[src/rtl/lsu_if.sv]
// Request/response handshake between the MEM stage (master) and the load/store unit (slave).
interface lsu_if;
   logic        req_valid;
   logic        req_ready;
   logic        req_we;
   logic [1:0]  req_size;
   logic        req_unsigned;
   logic [31:0] req_addr;
   logic [31:0] req_wdata;
   logic        resp_valid;
   logic [31:0] resp_rdata;
   logic        resp_err;

   modport master (
      output req_valid, req_we, req_size, req_unsigned, req_addr, req_wdata,
      input  req_ready, resp_valid, resp_rdata, resp_err
   );

   modport slave (
      input  req_valid, req_we, req_size, req_unsigned, req_addr, req_wdata,
      output req_ready, resp_valid, resp_rdata, resp_err
   );
endinterface

[src/rtl/lsu.sv]
// Load/store unit: one request at a time to a word-wide data memory, sub-word stores
// via read-modify-write, misaligned/out-of-range/illegal-size requests rejected early.
module lsu #(
   parameter int unsigned DMEM_BYTES = 256
) (
   input  logic        clk,
   input  logic        rst,
   lsu_if.slave        bus,
   output logic        mem_we,
   output logic [31:0] mem_addr,
   output logic [31:0] mem_wdata,
   input  logic [31:0] mem_rdata
);

   typedef enum logic [2:0] {StIdle, StLoad, StMerge, StWrite, StResp} state_e;

   state_e      state;
   logic [1:0]  size_q;
   logic        unsigned_q;
   logic [1:0]  off_q;
   logic [15:0] wdata_q;
   logic        resp_valid_q;
   logic [31:0] resp_rdata_q;
   logic        resp_err_q;

   logic        req_bad;
   logic [31:0] lane;
   logic [31:0] load_val;
   logic [31:0] merged;

   assign bus.req_ready  = (state == StIdle);
   assign bus.resp_valid = resp_valid_q;
   assign bus.resp_rdata = resp_rdata_q;
   assign bus.resp_err   = resp_err_q;

   always_comb begin
      req_bad = (bus.req_size == 2'b11)
             || ((bus.req_size == 2'b01) && bus.req_addr[0])
             || ((bus.req_size == 2'b10) && (bus.req_addr[1:0] != 2'b00))
             || (bus.req_addr >= 32'(DMEM_BYTES));
   end

   always_comb begin
      lane = mem_rdata >> {off_q, 3'b000};
      case (size_q)
         2'b00:   load_val = unsigned_q ? {24'h0, lane[7:0]} : {{24{lane[7]}}, lane[7:0]};
         2'b01:   load_val = unsigned_q ? {16'h0, lane[15:0]} : {{16{lane[15]}}, lane[15:0]};
         default: load_val = mem_rdata;
      endcase

      merged = mem_rdata;
      if (size_q == 2'b00) begin
         merged[{off_q, 3'b000} +: 8] = wdata_q[7:0];
      end else begin
         merged[{off_q[1], 4'b0000} +: 16] = wdata_q;
      end
   end

   always_ff @(posedge clk) begin
      if (rst) begin
         state        <= StIdle;
         size_q       <= 2'b00;
         unsigned_q   <= 1'b0;
         off_q        <= 2'b00;
         wdata_q      <= 16'h0;
         resp_valid_q <= 1'b0;
         resp_rdata_q <= 32'h0;
         resp_err_q   <= 1'b0;
         mem_we       <= 1'b0;
         mem_addr     <= 32'h0;
         mem_wdata    <= 32'h0;
      end else begin
         case (state)
            StIdle: begin
               if (bus.req_valid) begin
                  size_q     <= bus.req_size;
                  unsigned_q <= bus.req_unsigned;
                  off_q      <= bus.req_addr[1:0];
                  wdata_q    <= bus.req_wdata[15:0];
                  mem_addr   <= {bus.req_addr[31:2], 2'b00};
                  if (req_bad) begin
                     resp_valid_q <= 1'b1;
                     resp_err_q   <= 1'b1;
                     resp_rdata_q <= 32'h0;
                     state        <= StResp;
                  end else if (!bus.req_we) begin
                     state <= StLoad;
                  end else if (bus.req_size == 2'b10) begin
                     // Word store needs no read, so the write is issued straight away.
                     mem_we    <= 1'b1;
                     mem_wdata <= bus.req_wdata;
                     state     <= StWrite;
                  end else begin
                     state <= StMerge;
                  end
               end
            end
            StLoad: begin
               resp_valid_q <= 1'b1;
               resp_err_q   <= 1'b0;
               resp_rdata_q <= load_val;
               state        <= StResp;
            end
            StMerge: begin
               mem_we    <= 1'b1;
               mem_wdata <= merged;
               state     <= StWrite;
            end
            StWrite: begin
               mem_we       <= 1'b0;
               resp_valid_q <= 1'b1;
               resp_err_q   <= 1'b0;
               resp_rdata_q <= 32'h0;
               state        <= StResp;
            end
            StResp: begin
               resp_valid_q <= 1'b0;
               resp_err_q   <= 1'b0;
               resp_rdata_q <= 32'h0;
               mem_addr     <= 32'h0;
               state        <= StIdle;
            end
            default: begin
               mem_we <= 1'b0;
               state  <= StIdle;
            end
         endcase
      end
   end

endmodule

[src/flat_wrapper.sv]
// flat-port wrapper written by rule: the top's interface ports become plain ports
module lsu_flat 
#(
   parameter int unsigned DMEM_BYTES = 256
)
  (clk, rst, mem_we, mem_addr, mem_wdata, mem_rdata, bus_req_valid, bus_req_we, bus_req_size, bus_req_unsigned, bus_req_addr, bus_req_wdata, bus_req_ready, bus_resp_valid, bus_resp_rdata, bus_resp_err);
  lsu_if bus_i ();
  input  logic clk;
  input  logic rst;
  output logic mem_we;
  output logic [31:0] mem_addr;
  output logic [31:0] mem_wdata;
  input  logic [31:0] mem_rdata;
  input wire logic [$bits(bus_i.req_valid)-1:0] bus_req_valid;
  input wire logic [$bits(bus_i.req_we)-1:0] bus_req_we;
  input wire logic [$bits(bus_i.req_size)-1:0] bus_req_size;
  input wire logic [$bits(bus_i.req_unsigned)-1:0] bus_req_unsigned;
  input wire logic [$bits(bus_i.req_addr)-1:0] bus_req_addr;
  input wire logic [$bits(bus_i.req_wdata)-1:0] bus_req_wdata;
  output wire logic [$bits(bus_i.req_ready)-1:0] bus_req_ready;
  output wire logic [$bits(bus_i.resp_valid)-1:0] bus_resp_valid;
  output wire logic [$bits(bus_i.resp_rdata)-1:0] bus_resp_rdata;
  output wire logic [$bits(bus_i.resp_err)-1:0] bus_resp_err;
  assign bus_i.req_valid = bus_req_valid;
  assign bus_i.req_we = bus_req_we;
  assign bus_i.req_size = bus_req_size;
  assign bus_i.req_unsigned = bus_req_unsigned;
  assign bus_i.req_addr = bus_req_addr;
  assign bus_i.req_wdata = bus_req_wdata;
  assign bus_req_ready = bus_i.req_ready;
  assign bus_resp_valid = bus_i.resp_valid;
  assign bus_resp_rdata = bus_i.resp_rdata;
  assign bus_resp_err = bus_i.resp_err;
  lsu #(.DMEM_BYTES(DMEM_BYTES)) u_core (.clk(clk), .rst(rst), .bus(bus_i), .mem_we(mem_we), .mem_addr(mem_addr), .mem_wdata(mem_wdata), .mem_rdata(mem_rdata));
endmodule
[config.mk]
export PLATFORM = sky130hd
export DESIGN_NAME = lsu_flat
export DESIGN_NICKNAME = d
export VERILOG_FILES = /design/src/rtl/lsu_if.sv /design/src/rtl/lsu.sv /design/src/flat_wrapper.sv
export SDC_FILE = /design/constraint.sdc
export NUM_CORES = 1
export LEC_CHECK = 0
export BUFFER_PORTS_ARGS = -buffer_cell sky130_fd_sc_hd__buf_2
export CAP_MARGIN = 25
export CORE_MARGIN = 1
export CORE_UTILIZATION = 50
export CTS_CLUSTER_DIAMETER = 30
export CTS_CLUSTER_SIZE = 40
export DETAILED_ROUTE_END_ITERATION = 8
export HOLD_SLACK_MARGIN = 0.06
export PLACE_DENSITY = 0.8
export SLEW_MARGIN = 10
export SYNTH_ARGS = -nofsm -noshare
export SYNTH_HDL_FRONTEND = slang
export SYNTH_SLANG_ARGS = --single-unit
export TNS_END_PERCENT = 100
[constraint.sdc]
create_clock -name clk -period 3.2 [get_ports clk]
set_input_delay 0.64 -clock clk [delete_from_list [all_inputs] [get_ports clk]]
set_output_delay 0.64 -clock clk [all_outputs]
set_load 0.01 [all_outputs]
==> out/results.txt <==
Gpl congestion -> 0.9135
Fin nets -> 949
CP arrival -> 2.95 ns
Setup-failing EPs final -> 0
Relative slew slack -> 32.30%
Delay-heaviest family, CP -> simple AND/OR/NAND/NOR gates
Crit path max fanout -> 24
Initial Util -> 51.16%
GRT Util Overall -> 30.65%
Die Y-Extent -> 109.9 um
Setup TNS -> 0 ns
First-pass GRT wire length -> 28.09 mm
Seq cells post-synth -> 121
Critical Path Source Type -> register
Total of warnings raised by yosys -> 0
Clock root cell -> clkbuf_16
Post-CTS sizing -> 0
DIE AREA -> 0.01207 mm^2
Wirelength per Cell -> 18.64 um
Crit-path most repeated cell -> nor3_1
Power Dens Cells -> 550.2 mW/mm^2
Multi-input logic area -> 0.003103 mm^2
Status -> finished, final reports clean
Mapped Area -> 0.005817 mm^2
Worst Setup End Kind -> register
Worst-path clk slew -> 0.05 ns
Vias -> 6087
Reg2Reg Launch Point -> u_core.off_q[0]
Max-cap violations -> 0
Storage element area -> 0.002422 mm^2
VDD IR max -> 413.8 uV
Final Max Tran Viols -> 0
Worst reg-to-reg setup slack -> 0.57 ns
TritonCTS Sinks -> 121
Final ANT Viol Nets -> 0
Static Leak -> 3.238 nW
CTS Hold Bufs -> 0
CTS tree -> done
Core Area -> 0.01137 mm^2
Worst hold path cell count -> 2
Critical path class -> register to register
Crit path cell chain -> buf_4 > inv_1 > ha_1 > nand2_1 > nor3_1 > a221o_1 > a221oi_1 > nor3_1
Clock Path Buffers -> 2
H-tree depth -> 4
Post-synthesis sequential area ratio -> 41.64%
DR iter-0 viols -> 771
DRT Pass-1 Iters -> 5
Antenna violations before repair -> 0
Layout cells sized above 1 -> 32.16%
Worst Skew -> 0.006560 ns
Grt ovf -> 0
Dominant synthesized flop cell -> dfxtp_1
Required @ worst endpoint -> 3.51 ns
Via-per-instance ratio -> 6.118
Fin crit share -> 82.27%
Ports -> 203
Fin. Hold Viols -> 0
Worst Tran Pin Value -> 1.008 ns
DRC violations left -> 0
Final instance area -> 0.007488 mm^2
Detailed Route WL -> 18.54 mm
Largest net degree at the start of global routing -> 90
RSZ-0062 raised after global routing -> no
Area grow syn2layout -> 28.74%
Post-DP Area -> 0.006837 mm^2
Hpwl dp -> 13.20 mm
# fillers -> 949
Final min period -> 2.633 ns
Largest stage delay, worst path -> 0.77 ns
Vias in the first global route -> 5557
R2R Path End -> u_core.mem_wdata[12]
Post-Syn Instances -> 666
Fin util -> 65.86%
R2R depth -> 8
Placed Instances -> 965
Worst skew pair latency -> 0.40 ns
Post-CTS setup buffers -> 0
Worst hold path class -> register to register
Die Wd -> 109.9 um
Unique masters post-synth -> 52
Syn Area/Cell -> 8.734 um^2
Num CTS Buffers -> 17
Hold worst-path end -> u_core.mem_wdata[1]
Hold Startpoint -> u_core.mem_wdata[1]
Number of synthesized flops with an enable pin -> 0
ANT cells -> 0
Max Clk Rate -> 0.3798 GHz
FP Rows -> 39
Port bufs -> 200
Layout Cells excl Fill -> 995
Buffers plus inverters on the worst setup path -> 2
Ys async rst share -> 0%
Critical path's slowest cell -> nor3_1
==> where the power goes <==
group          leakage, nW  switching (mW)  internal, mW
logic                 1.94           0.272         0.164
clock network        0.319           0.647          1.46
registers            0.983          0.0347          1.55
==> synth_stat cells (9+ instances only) <==
| cell type | number | area [um^2] |
|---|---|---|
| a21oi_1 | 69 | 345.3 |
| a221o_1 | 32 | 320.3 |
| a221oi_1 | 17 | 148.9 |
| a22oi_1 | 36 | 270.3 |
| buf_2 | 15 | 75.07 |
| clkbuf_1 | 35 | 131.4 |
| dfxtp_1 | 121 | 2422 |
| mux2i_1 | 24 | 240.2 |
| nand2_1 | 76 | 285.3 |
| nor2_1 | 89 | 334.1 |
| nor3_1 | 21 | 105.1 |
| o211ai_1 | 17 | 127.6 |
| o21ai_0 | 12 | 60.06 |
| o2bb2ai_1 | 9 | 78.83 |
| o2bb2ai_2 | 20 | 300.3 |
==> state kept, by name (all words and copies together) (netlist names), 2 cells and up <==
| signal | flops |
|---|---|
| u_core.bus.resp_rdata | 32 |
| u_core.mem_wdata | 32 |
| u_core.mem_addr | 30 |
| u_core.wdata_q | 16 |
| u_core.state | 3 |
| u_core.off_q | 2 |
| u_core.size_q | 2 |
==> final cells by class <==
type / instances / area share [%]
Multi-Input combinational cell: 479 / 41.44
Inverter: 9 / 0.4511
Timing Repair Buffer: 213 / 14.67
Clock inverter: 7 / 2.189
Clock buffer: 23 / 6.516
Sequential cell: 121 / 32.35
Tap cell: 143 / 2.389
==> logic make-up (layout without fill, tap and decap cells) <==
family	Yosys count	count (layout)	synth area share, %
fa+ha+maj	5	5	1.076
simple gates	212	212	15.64
other cells	1	2	0.06447
compound gates	234	234	31.64
mux	26	26	4.711
buf+inv	67	252	5.227
flops	121	121	41.64
==> layout by cell type (no fill, tap or decap), types with 3 or more instances in the layout <==
| master | n |
|---|---|
| a221o_1 | 32 |
| nor4_1 | 7 |
| buf_2 | 200 |
| o2bb2ai_2 | 20 |
| nor2_1 | 89 |
| clkbuf_8 | 4 |
| buf_4 | 13 |
| inv_1 | 5 |
| or3_1 | 3 |
| o211ai_1 | 17 |
| clkbuf_16 | 17 |
| mux2i_1 | 24 |
| a221oi_1 | 17 |
| a22oi_1 | 36 |
| o2bb2ai_1 | 9 |
| bufinv_16 | 5 |
| nand2_1 | 76 |
| ha_1 | 5 |
| dfxtp_1 | 121 |
| o21ai_0 | 11 |
| nor3_1 | 21 |
| a21oi_1 | 69 |
| a22o_1 | 8 |
==> metrics by stage <==
stage	worst slack [ns]	hold slack, ns	total power [mW]
after floorplan	0.8077	0.4442	1.860
after global placement	0.4404	0.4389	2.021
after detailed placement	0.3463	0.4449	2.035
after CTS	0.6554	0.4540	4.116
after global routing	0.4328	0.4745	4.238
final	0.5672	0.4508	4.120
==> worst max-delay path by stage <==
stage	startpoint	to	cells past startpoint
final	u_core.off_q[0]	u_core.mem_wdata[12]	8
after global routing	u_core.off_q[0]	u_core.mem_wdata[12]	8
after CTS	u_core.off_q[0]	u_core.mem_wdata[12]	8
after detailed placement	bus_req_addr[12]	u_core.bus.resp_rdata[18]	7
after global placement	bus_req_addr[12]	u_core.bus.resp_rdata[31]	7
after floorplan	u_core.off_q[1]	u_core.mem_wdata[11]	9
==> per-layer routing <==
layer | global-route usage (%) | part of all wire (%) | vias to the layer above
met5 | 0 | 0 | -
met4 | 12.67 | 3.2 | 0
met3 | 9.129 | 9.0 | 59
met2 | 48.39 | 47 | 305
met1 | 38.86 | 41 | 2904
li1 | - | - | 2819
==> worst min-delay path: stages, from the launching register on <==
cell	delay (ns)
dfxtp_1	0.30
nand2_1	0.05
a21oi_1	0.05
Power figures use the tool's default switching activity.
